--- config.mk ---
export PLATFORM = sky130hd
export DESIGN_NAME = sync_fifo
export DESIGN_NICKNAME = d
export VERILOG_FILES = /design/src/rtl/sync_fifo_pkg.sv /design/src/rtl/fifo_mem.sv /design/src/rtl/sync_fifo.sv
export SDC_FILE = /design/constraint.sdc
export NUM_CORES = 1
export LEC_CHECK = 0
export BUFFER_PORTS_ARGS = -buffer_cell sky130_fd_sc_hd__buf_2
export CORE_MARGIN = 2
export CORE_UTILIZATION = 46
export CTS_CLUSTER_SIZE = 28
export DETAILED_ROUTE_END_ITERATION = 8
export PLACE_DENSITY = 0.69
export SETUP_SLACK_MARGIN = 0.5
export SLEW_MARGIN = 20
export SYNTH_ARGS = -nofsm -noshare
export SYNTH_HDL_FRONTEND = slang
export SYNTH_SLANG_ARGS = --single-unit
--- constraint.sdc ---
create_clock -name clk -period 7 [get_ports clk]
set_clock_uncertainty 0.05 [all_clocks]
set_input_delay 1.4 -clock clk [delete_from_list [all_inputs] [get_ports clk]]
set_output_delay 1.4 -clock clk [all_outputs]
set_load 0.005 [all_outputs]
--- src/rtl/sync_fifo_pkg.sv ---
// Shared word-width definitions for the multiplier datapath and the FIFO that
// buffers products between the multiplier and the accumulator.
`timescale 1ns/1ps
package sync_fifo_pkg;

  localparam int mult_bits       = 32;
  localparam int matrix_val_bits = 16;
  localparam int vec_val_bits    = 16;

endpackage

--- src/rtl/fifo_mem.sv ---
// Simple dual-port RAM with a registered read port; the output register lives
// here so the array and dout together can map onto a block RAM.
`timescale 1ns/1ps
module fifo_mem
  import sync_fifo_pkg::*;
#(
  parameter int WIDTH = mult_bits,
  parameter int DEPTH = 16,
  parameter int AW    = $clog2(DEPTH)
) (
  input  logic             clk,
  input  logic             rst,
  input  logic             we,
  input  logic [AW-1:0]    waddr,
  input  logic [WIDTH-1:0] wdata,
  input  logic             re,
  input  logic [AW-1:0]    raddr,
  output logic [WIDTH-1:0] rdata
);

  logic [WIDTH-1:0] r_mem [DEPTH];
  logic [WIDTH-1:0] r_rdata = '0;

  // NOTE: the array has no reset; clearing it would block RAM inference and
  // the pointers already guarantee stale words are never read.
  always_ff @(posedge clk) begin
    if (we) r_mem[waddr] <= wdata;
  end

  // NOTE: sequential state uses non-blocking assignments so every register
  // samples pre-edge values regardless of block evaluation order.
  always_ff @(posedge clk) begin
    if (rst)     r_rdata <= '0;
    else if (re) r_rdata <= r_mem[raddr];
  end

  assign rdata = r_rdata;

endmodule

--- src/rtl/sync_fifo.sv ---
// Single-clock FIFO, registered (non-fall-through) read port. Pointers carry one
// extra lap bit so full and empty are distinguishable with equal low bits.
`timescale 1ns/1ps
module sync_fifo
  import sync_fifo_pkg::*;
#(
  parameter int WIDTH = mult_bits,
  parameter int DEPTH = 16
) (
  input  logic             clk,
  input  logic             rst,
  input  logic [WIDTH-1:0] din,
  input  logic             wr_en,
  output logic             full,
  output logic [WIDTH-1:0] dout,
  input  logic             rd_en,
  output logic             empty
);

  localparam int AW = $clog2(DEPTH);

  logic [AW:0] r_wptr = '0;
  logic [AW:0] r_rptr = '0;
  logic        w_wr_accept;
  logic        w_rd_accept;
  logic [AW:0] w_wptr_nxt;
  logic [AW:0] w_rptr_nxt;

  // Flags come from registered pointers only, so a request never gates itself.
  assign empty = (r_wptr == r_rptr);
  assign full  = (r_wptr[AW] != r_rptr[AW]) && (r_wptr[AW-1:0] == r_rptr[AW-1:0]);

  assign w_wr_accept = wr_en & ~full;
  assign w_rd_accept = rd_en & ~empty;
  assign w_wptr_nxt  = r_wptr + {{AW{1'b0}}, w_wr_accept};
  assign w_rptr_nxt  = r_rptr + {{AW{1'b0}}, w_rd_accept};

  always_ff @(posedge clk) begin
    if (rst) begin
      r_wptr <= '0;
      r_rptr <= '0;
    end else begin
      r_wptr <= w_wptr_nxt;
      r_rptr <= w_rptr_nxt;
    end
  end

  fifo_mem #(
    .WIDTH (WIDTH),
    .DEPTH (DEPTH),
    .AW    (AW)
  ) u_mem (
    .clk   (clk),
    .rst   (rst),
    .we    (w_wr_accept),
    .waddr (r_wptr[AW-1:0]),
    .wdata (din),
    .re    (w_rd_accept),
    .raddr (r_rptr[AW-1:0]),
    .rdata (dout)
  );

  always_ff @(posedge clk) begin
    if (!rst) begin
      assert (!(full && empty)) else $error("full and empty both set");
      if (wr_en && full)  assert (w_wptr_nxt == r_wptr) else $error("wptr moved on rejected write");
      if (rd_en && empty) assert (w_rptr_nxt == r_rptr) else $error("rptr moved on rejected read");
    end
  end

endmodule

==> summary.md, run 1 <==
| Metric | Value |
|---|---|
| Status | finished, final reports clean |
| Met3 Use GR | roughly 3.7% |
| Syn Area/Cell | 22.5 um^2 |
| Syn Std Cell Area | between 0.02 and 0.025 mm^2 |
| CP max FO | 66 |
| FF+latch area | 0.0162 mm^2 |
| Num CTS Buffers | 54 |
| Clock latency at the later pin of the worst-skew pair | ~0.59 ns |
| Layout area overhead | 13.0% |
| EDFF count, synth | about 510 |
| First-pass GRT wire length | ~65000 um |
| Die Height | about 220 um |
| GRT overflow | 0 |
| Area of the multi-input gates | around 0.0045 mm^2 |
| Core area | 0.0453 mm^2 |
| Vias in the first global route | 10300 |
| Syn Nets | 972 |
| H-tree Lvls | 2 |
| Leakage | between 0.007 and 0.008 uW |
| Clock Pin Slew Worst Setup and Hold Paths | 0.06 ns |
| Initial antenna violation count | 4 |
| Total wire length | ~44000 um |
| MaxCap Viol Count | 0 |
| Port bufs | 69 |
| Post-synthesis sequential area ratio | around 77% |
| Drc violations | 0 |
| Routed vias | between 9000 and 10000 |
| Drt wl/cell | around 26 um |
| Synth top area share | approximately 73% |
| CTS tree | built |
| RSZ-0062 raised after global routing | false |
| Starting Density | a little under half |
| Cell count after synthesis | roughly 930 |
| Final hold vios | 0 |
| Warnings from Yosys | 0 |
| Slew Viols, Final | 0 |
| Global route hottest layer | met2 |
| # IOs | 70 |
| Pin count of the biggest net entering global routing | 130 |
| Synth area leader | edfxtp_1 |
| Critical Path AT | between 2 and 2.5 ns |
| Minimum clock period | between 3 and 4 ns |
| # setup viols final | 0 |
| Die Width | roughly 220 um |
| Initial drt markers | 961 |
| Setup crit start kind | flip-flop |
| Required time of the critical path | 5.55 ns |
| Largest cells by area after synthesis | edfxtp_1 73%, mux4_2 9.1%, mux4_1 5.4% |
| Drt first pass iters | 5 |
| Most frequent cells in the layout | 512 x edfxtp_1, 85 x mux4_2, 69 x buf_2, 64 x a22oi_1, 57 x clkbuf_16 |
| Critical path class | flip-flop to output port |
| Worst-margin pin slew | ~1.1 ns |
| Met1 usage | about 25% |
| Die area | 0.0474 mm^2 |
| FF+latch count, synth | 554 |
| Most common cell after layout, fill and taps aside | edfxtp_1 |
| Hold Buf Count CTS | 0 |
| Via density | 5.81 |
| Post-CTS Setup Inserts | 0 |
| Post-synth top flop | edfxtp_1 |
| Layout cell share with drive strength beyond 1 | 26.4% |
| Synth unique cells | 32 |
| Worst vdd ir | 0.192 mV |
| Worst Hold Class | flip-flop to flip-flop |
| Remaining antenna violation count after routing | 0 |
| # rows | 78 |
| Setup crit end kind | output port |
| Period utilization | between 50% and 60% |
| Setup tns final | 0 ns |
| Fmax | about 270 MHz |
| Max clock buf depth | 3 |
| Clock Sinks | about 550 |
| M2 GR Usage | 31.7% |
| Slew margin rel. | between 20% and 30% |
| Fill count | ~3500 |
| Root buf cell | clkbuf_16 |
| Total track usage | 19.0% |
| Nets | ~1100 |
| Hold slack | around 0.42 ns |
| Power per cell area | 307 mW/mm^2 |
| Placer congestion estimate | between 0.7 and 0.8 |
| Dpl hpwl | between 20000 and 25000 um |
| Async SR Flop Fraction | 0% |
| Post-CTS Resized | 0 |
[report_power, final]
part | internal, uW | switching [uW] | leakage (uW)
Combinational | 374 | 361 | 0.00176
Sequential | 3690 | 46.3 | 0.00497
Clock | 1650 | 1180 | 0.000858
[cell families (layout without fill, tap and decap cells)]
| logic type | after synthesis | after routing | share of synthesized area (%) |
|---|---|---|---|
| compound gates | 99 | 99 | 3.72 |
| xor+xnor | 12 | 12 | 0.500 |
| fa+ha+maj | 4 | 4 | 0.238 |
| buf+inv | 58 | 196 | 2.25 |
| flops | 554 | 554 | 77.2 |
| mux | 128 | 128 | 14.5 |
| other cells | 0 | 3 | 0 |
| simple gates | 77 | 77 | 1.65 |
[path summary, 6_finish.rpt]
check | slack [ns] | startpoint | endpoint | depth (start not counted)
setup / recovery | 3.31 | r_rptr[1] | empty | 4
hold / removal | 0.42 | u_mem.rdata[12] | u_mem.rdata[12] | 1
setup reg to reg | 3.32 | r_rptr[1] | u_mem.r_mem[6][23] | 6
hold reg to reg | 0.42 | u_mem.rdata[12] | u_mem.rdata[12] | 1
[layer usage]
layer  share of wire, %  up-vias
met1                 41     5123
met2                 50      363
met4                2.6        2
li1                   -     4156
met5              0.027        -
met3                6.5       78
[state kept, by name (all words and copies together) (netlist names)]
| name | flops |
|---|---|
| r_rptr | 5 |
| r_wptr | 5 |
| u_mem.rdata | 32 |
| u_mem.r_mem | 512 |
[per-stage QoR]
step	cell area [um^2]	setup slack [ns]	utilization [%]	std cells	total power, uW
after detailed placement	22000	3.19	48.6	1568	4550
after CTS	23700	3.23	52.4	1670	7370
after global placement	22000	3.23	48.6	1568	4540
final	23700	3.31	52.4	1673	7300
after floorplan	21000	2.24	-	932	4410
after global routing	23700	3.16	52.4	1672	7560
[synth_stat cells, types with 6 or more instances]
cell type / count
buf_12: 11
mux4_1: 43
nor2_1: 21
buf_2: 18
edfxtp_1: 512
xnor2_1: 7
nand2_1: 34
a22oi_1: 64
mux4_2: 85
buf_1: 6
dfxtp_1: 42
clkbuf_1: 13
a22o_1: 32
nor2b_1: 7
[final cells by class]
type | count | area share (%)
Antenna cell | 3 | 0.0316
Clock buffer | 77 | 6.53
Clock inverter | 25 | 0.817
Inverter | 1 | 0.0158
Multi-Input combinational cell | 320 | 18.8
Sequential cell | 554 | 68.3
Tap cell | 600 | 3.16
Timing Repair Buffer | 93 | 2.27
[critical path, cell delays in order, from the launching register on]
cell	delay, ns
dfxtp_4	1.01
xnor2_1	0.21
nand4_2	0.16
nor2_1	0.14
buf_2	0.13
Power figures use the tool's default switching activity.
==> inputs of run 2 (changes only) <==
clock period = 3.51 ns   (was 7 ns; I/O delays follow)
==> run 2 against run 1 <==
Hold slack worse by 0.014 ns. Sequential power is 99% higher. Critical path type is now flip-flop to flip-flop. Global-route usage down 0.73 points. Via count fell by 0.35%. Count of clock-buffer cells in the layout decreased by 3. Sequential share of layout area decreased by 1.1 points. Die area stayed put. Critical endpoint is now u_mem.r_mem[2][25]. Highest routed layer is now met4.
==> summary.md, run 2 (synthesized netlist as in run 1, its figures left out) <==
| Metric | Value |
|---|---|
| # IOs | 70 |
| Critical path class | flip-flop to flip-flop |
| H-tree Lvls | 2 |
| Core area | around 0.045 mm^2 |
| Clock Sinks | ~550 |
| Most common cell after layout, fill and taps aside | edfxtp_1 |
| Die Width | 218 um |
| Post-CTS Setup Inserts | 0 |
| Max reg flops | a little over 500 |
| Remaining antenna violation count after routing | 0 |
| Initial antenna violation count | 1 |
| Most flop-heavy register | u_mem.r_mem |
| Clock network fraction of total power | around two fifths |
| Crit-path cells | xnor2_1 -> nand4_2 -> o21ai_0 -> or3_1 -> nor2_4 -> buf_12 |
| Port bufs | 69 |
| Placer congestion estimate | approximately 0.77 |
| CP max FO | 13 |
| Period utilization | between 80% and 90% |
| Hold slack | between 0.4 and 0.5 ns |
| Hold Path End | r_rptr[2] |
| Drt first pass iters | 5 |
| RSZ-0062 raised after global routing | false |
| Final hold vios | 0 |
| Drt wl/cell | around 25 um |
| Placed cells | about 1600 |
| RR Endpoint | u_mem.r_mem[2][25] |
| Final cell count without fillers | 1681 |
| Minimum clock period | 2.87 ns |
| Status | finished, final reports clean |
| R2r startpoint | r_wptr[0] |
| # rows | a little under 80 |
| Worst Hold Class | primary input to flip-flop |
| Fill count | between 3000 and 4000 |
| Starting Density | a little under half |
| Fmax | approximately 350 MHz |
| Clock latency at the later pin of the worst-skew pair | 0.59 ns |
| NetSw | about 3200 uW |
| Worst-margin pin slew | between 1 and 1.5 ns |
| Die Height | roughly 220 um |
| Layout area overhead | 14.9% |
| # setup viols final | 0 |
| Max clock buf depth | 3 |
| Required time of the critical path | between 3 and 4 ns |
| Final instance area | 0.0241 mm^2 |
| Nets | 1077 |
| Most frequent cells in the layout | 512 x edfxtp_1, 85 x mux4_2, 69 x buf_2, 64 x a22oi_1, 55 x clkbuf_16 |
| Comb pwr share | between 10% and 20% |
| Leakage | around 0.0077 uW |
| Slew margin rel. | about 31% |
| Num CTS Buffers | 54 |
| Diode count | 0 |
| Total track usage | between 10% and 20% |
| HP Start | rst |
| Layout cell share with drive strength beyond 1 | a little over a quarter |
| Clock Pin Slew Worst Setup and Hold Paths | around 0.060 ns |
| Setup crit end kind | flip-flop |
| Hold Path Cell Cnt | 2 |
| GRT overflow | 0 |
| Drc violations | 0 |
| Root buf cell | clkbuf_16 |
| Seq pwr share | between 50% and 60% |
| CTS tree | built |
| Die area | approximately 0.047 mm^2 |
| Placed cell area | approximately 0.022 mm^2 |
| Dpl hpwl | 23900 um |
| Setup crit start kind | flip-flop |
| Setup tns final | 0 ns |
| Power per cell area | between 600 and 700 mW/mm^2 |
| Routed vias | 9688 |
| MaxCap Viol Count | 0 |
| Critical Path Slowest Stage Cell | dfxtp_1 |
| Worst reg-to-reg setup slack | roughly 0.64 ns |
| Pin count of the biggest net entering global routing | ~130 |
| Initial drt markers | ~940 |
| Total wire length | approximately 43000 um |
| Sw Share | 21.3% |
| Critical Path AT | 3.11 ns |
| Internal cell power | 11700 uW |
| Slew Viols, Final | 0 |
| Via density | between 5 and 6 |
| Vias in the first global route | 9930 |
| Largest stage delay, worst path | between 0.6 and 0.7 ns |
| Reg2reg path depth | 6 |
| Worst vdd ir | about 0.45 mV |
| First-pass GRT wire length | about 63000 um |
==> run 2: changes by cell type in the layout (fill, tap and decap cells not counted), sizes merged <==
cell / change
inv: +1
clkinv: -5
diode: -3
clkbuf: -3
buf: +13
bufinv: +5
==> run 2: worst max-delay path by stage <==
| stage | startpoint | to | depth (start not counted) |
|---|---|---|---|
| after floorplan | r_wptr[0] | u_mem.r_mem[9][0] | 6 |
| after global placement | r_wptr[1] | u_mem.r_mem[1][27] | 6 |
| after detailed placement | r_wptr[1] | u_mem.r_mem[1][31] | 6 |
| after CTS | r_wptr[1] | u_mem.r_mem[1][26] | 6 |
| after global routing | r_wptr[0] | u_mem.r_mem[1][26] | 6 |
| final | r_wptr[0] | u_mem.r_mem[2][25] | 6 |
==> run 2: layout make-up <==
type	count	area, um^2	share of cell area [%]
Inverter	1	3.75	0.0155
Timing Repair Buffer	106	848	3.51
Clock inverter	26	325	1.35
Multi-Input combinational cell	320	4500	18.6
Clock buffer	74	1490	6.16
Sequential cell	554	16200	67.2
Tap cell	600	751	3.11
==> run 2: power by group through the flow <==
stage / logic (uW) / registers, uW / clock network (uW)
global placement: 1530 / 7560 / 0
CTS: 1550 / 7430 / 5990
global route: 1650 / 7440 / 6240
detailed placement: 1550 / 7560 / 0
finish: 1520 / 7430 / 5880
floorplan: 1250 / 7550 / 0
==> run 2: per-layer routing <==
metal	vias up	global-route usage [%]	routed length [um]
li1	4184	-	-
met1	5169	25.2	18100
met2	276	30.4	21500
met3	59	3.24	2220
met4	0	4.47	741
met5	-	0	0
==> run 2: through the flow <==
stage / setup slack [ns] / power [uW] / utilization, %
after global placement: 0.638 / 9090 / 49.3
final: 0.635 / 14800 / 53.3
after floorplan: 0.268 / 8800 / -
after global routing: 0.512 / 15300 / 53.3
after CTS: 0.612 / 15000 / 53.3
after detailed placement: 0.641 / 9120 / 49.3
==> run 2: repair_timing <==
item                                    CTS  global route
gates resized for setup                   0             1
hold endpoints to repair                  0             0
endpoints found under the setup margin    0            57
hold buffers                              0             0
==> run 2: critical path, delay by kind of cell, from the launching register on <==
family,cells,cell delay (ns)
buffers and inverters,1,0.23
and+or+nand+nor,3,1.25
xor gates and xnor gates,1,0.16
DFF,1,0.67
AOI/OAI and AO/OA,1,0.18
==> inputs of run 3 (changes only) <==
PLACE_DENSITY = 0.71   (was 0.69)
clock period = 2.53 ns   (was 3.51 ns; I/O delays follow)
==> run 3 against run 2 <==
Non-clock buffer count rose by 147. Critical endpoint is now u_mem.r_mem[8][30]. Fmax rose by 22%. Utilization rose by 6.3 points. Critical path depth rose by 4. Sequential share of layout area fell by 7.1 points. Clock power rose by 40%. Highest routed layer unchanged.
==> summary.md, run 3 (synthesized netlist as in run 1, its figures left out) <==
| Metric | Value |
|---|---|
| Status | finished, final reports clean |
| Placed cells | 1598 |
| Worst-margin pin slew | 0.768 ns |
| Setup tns final | 0 ns |
| Placer congestion estimate | 0.735 |
| Fmax | between 400 and 500 MHz |
| Most common cell after layout, fill and taps aside | edfxtp_1 |
| # rows | 78 |
| Drc violations | 0 |
| Required time of the critical path | between 2 and 3 ns |
| CTS tree | built |
| Critical Path AT | around 2.6 ns |
| Num CTS Buffers | 52 |
| Pin count of the biggest net entering global routing | 79 |
| GRT overflow | 0 |
| Largest delay share family, worst path | simple AND/OR/NAND/NOR gates |
| Hold slack | roughly 0.24 ns |
| Die Height | ~220 um |
| Slew Viols, Final | 0 |
| Die Width | roughly 220 um |
| Worst Hold Class | primary input to flip-flop |
| Period utilization | 93.3% |
| Drt wl/cell | 32.6 um |
| # IOs | 70 |
| Setup crit end kind | flip-flop |
| Leakage | 0.00891 uW |
| NetSw | roughly 5100 uW |
| Final hold vios | 0 |
| # setup viols final | 0 |
| Final Power | ~22000 uW |
| Initial drt markers | roughly 1500 |
| Critical path class | flip-flop to flip-flop |
| Nets | around 1200 |
| Remaining antenna violation count after routing | 0 |
| First-pass GRT wire length | approximately 75000 um |
| Clock Sinks | 554 |
| Core area | 0.0453 mm^2 |
| Seq pwr share | 47.0% |
| CP max FO | 8 |
| Most flop-heavy register | u_mem.r_mem |
| Max clock buf depth | 3 |
| Power per cell area | 813 mW/mm^2 |
| Cell mode on critical path | buf_6 |
| Drt first pass iters | 7 |
| Hold Buf Count CTS | 0 |
| H-tree Lvls | 2 |
| Final cell count without fillers | 1825 |
| Largest stage delay, worst path | approximately 0.45 ns |
| Root buf cell | clkbuf_16 |
| Dpl hpwl | about 24000 um |
| Clock Pin Slew Worst Setup and Hold Paths | about 0.06 ns |
| Fill count | around 3100 |
| Starting Density | 46.4% |
| MaxCap Viol Count | 0 |
| Sw Share | between 20% and 30% |
| Total track usage | 22.1% |
| Layout cell share with drive strength beyond 1 | a little over two fifths |
| Die area | approximately 0.047 mm^2 |
| Max reg flops | between 500 and 600 |
| Critical Path Slowest Stage Cell | or3b_4 |
| Setup crit start kind | flip-flop |
| Most frequent cells in the layout | 512 x edfxtp_1, 100 x mux4_2, 74 x clkbuf_16, 69 x buf_2 |
| Comb pwr share | roughly 16% |
| Clock network fraction of total power | between 30% and 40% |
| Total wire length | 59600 um |
| Clock latency at the later pin of the worst-skew pair | 0.58 ns |
| Via density | between 6 and 7 |
| Crit-path cells | xnor2_2 -> nand4_2 -> buf_6 -> buf_6 -> o21ai_4 -> or3b_4 -> nor3_4 -> buf_6 -> buf_6 -> buf_12 |
| Slew margin rel. | between 40% and 50% |
| Port bufs | 69 |
| Routed vias | ~11000 |
| Worst vdd ir | around 0.6 mV |
| Vias in the first global route | roughly 11000 |
| Internal cell power | approximately 17000 uW |
| Initial antenna violation count | 0 |
| Diode count | 0 |
| RSZ-0062 raised after global routing | true |
| Minimum clock period | around 2.4 ns |
| Layout area overhead | 28.5% |
| Crit path buf inv count | 5 |
run 3: power by group through the flow:
| stage | clock network, uW | logic, uW | registers [uW] |
|---|---|---|---|
| floorplan | 0 | 1750 | 10500 |
| global placement | 0 | 2140 | 10500 |
| detailed placement | 0 | 2180 | 10500 |
| CTS | 8170 | 2390 | 10300 |
| global route | 8650 | 3560 | 10300 |
| finish | 8230 | 3410 | 10300 |
run 3: final cells by class:
class / instances / area [um^2] / area share, %
clock buffer: 77 / 1530 / 5.66
clock inverter: 19 / 265 / 0.982
inverter: 1 / 3.75 / 0.0139
multi-input combinational: 321 / 4710 / 17.4
sequential: 554 / 16200 / 60.1
tap: 600 / 751 / 2.78
timing repair buffer: 253 / 3530 / 13.1
run 3: worst paths after layout:
kind         slack (ns)  cells past startpoint       startpoint                 end
min                0.24                      2              rst           r_wptr[3]
min reg2reg        0.42                      1  u_mem.rdata[13]     u_mem.rdata[13]
max reg2reg        0.17                     10        r_rptr[0]  u_mem.r_mem[8][30]
max                0.17                     10        r_rptr[0]  u_mem.r_mem[8][30]
run 3: what timing repair did:
action                                  CTS  global route
hold endpoints to repair                  0             0
cloned                                   27            28
pin swaps                                 5            39
resized for setup                        81           114
endpoints found under the setup margin  473           451
buffers inserted                         36            40
run 3: stage by stage:
step / cell area [um^2] / setup WS (ns) / util [%]
finish: 27000 / 0.169 / 59.6
global route: 27000 / 0.123 / 59.6
CTS: 25600 / 0.215 / 56.5
detailed placement: 22400 / 0.105 / 49.6
global placement: 22400 / 0.137 / 49.6
floorplan: 21200 / -0.0294 / -
run 3: per-layer routing:
metal | vias to the layer above | global-route usage, % | share of wire [%]
met3 | 163 | 3.96 | 9.7
li1 | 4487 | - | -
met5 | - | 0.521 | 0
met1 | 6021 | 29.0 | 36
met4 | 0 | 8.66 | 5.0
met2 | 800 | 36.8 | 49
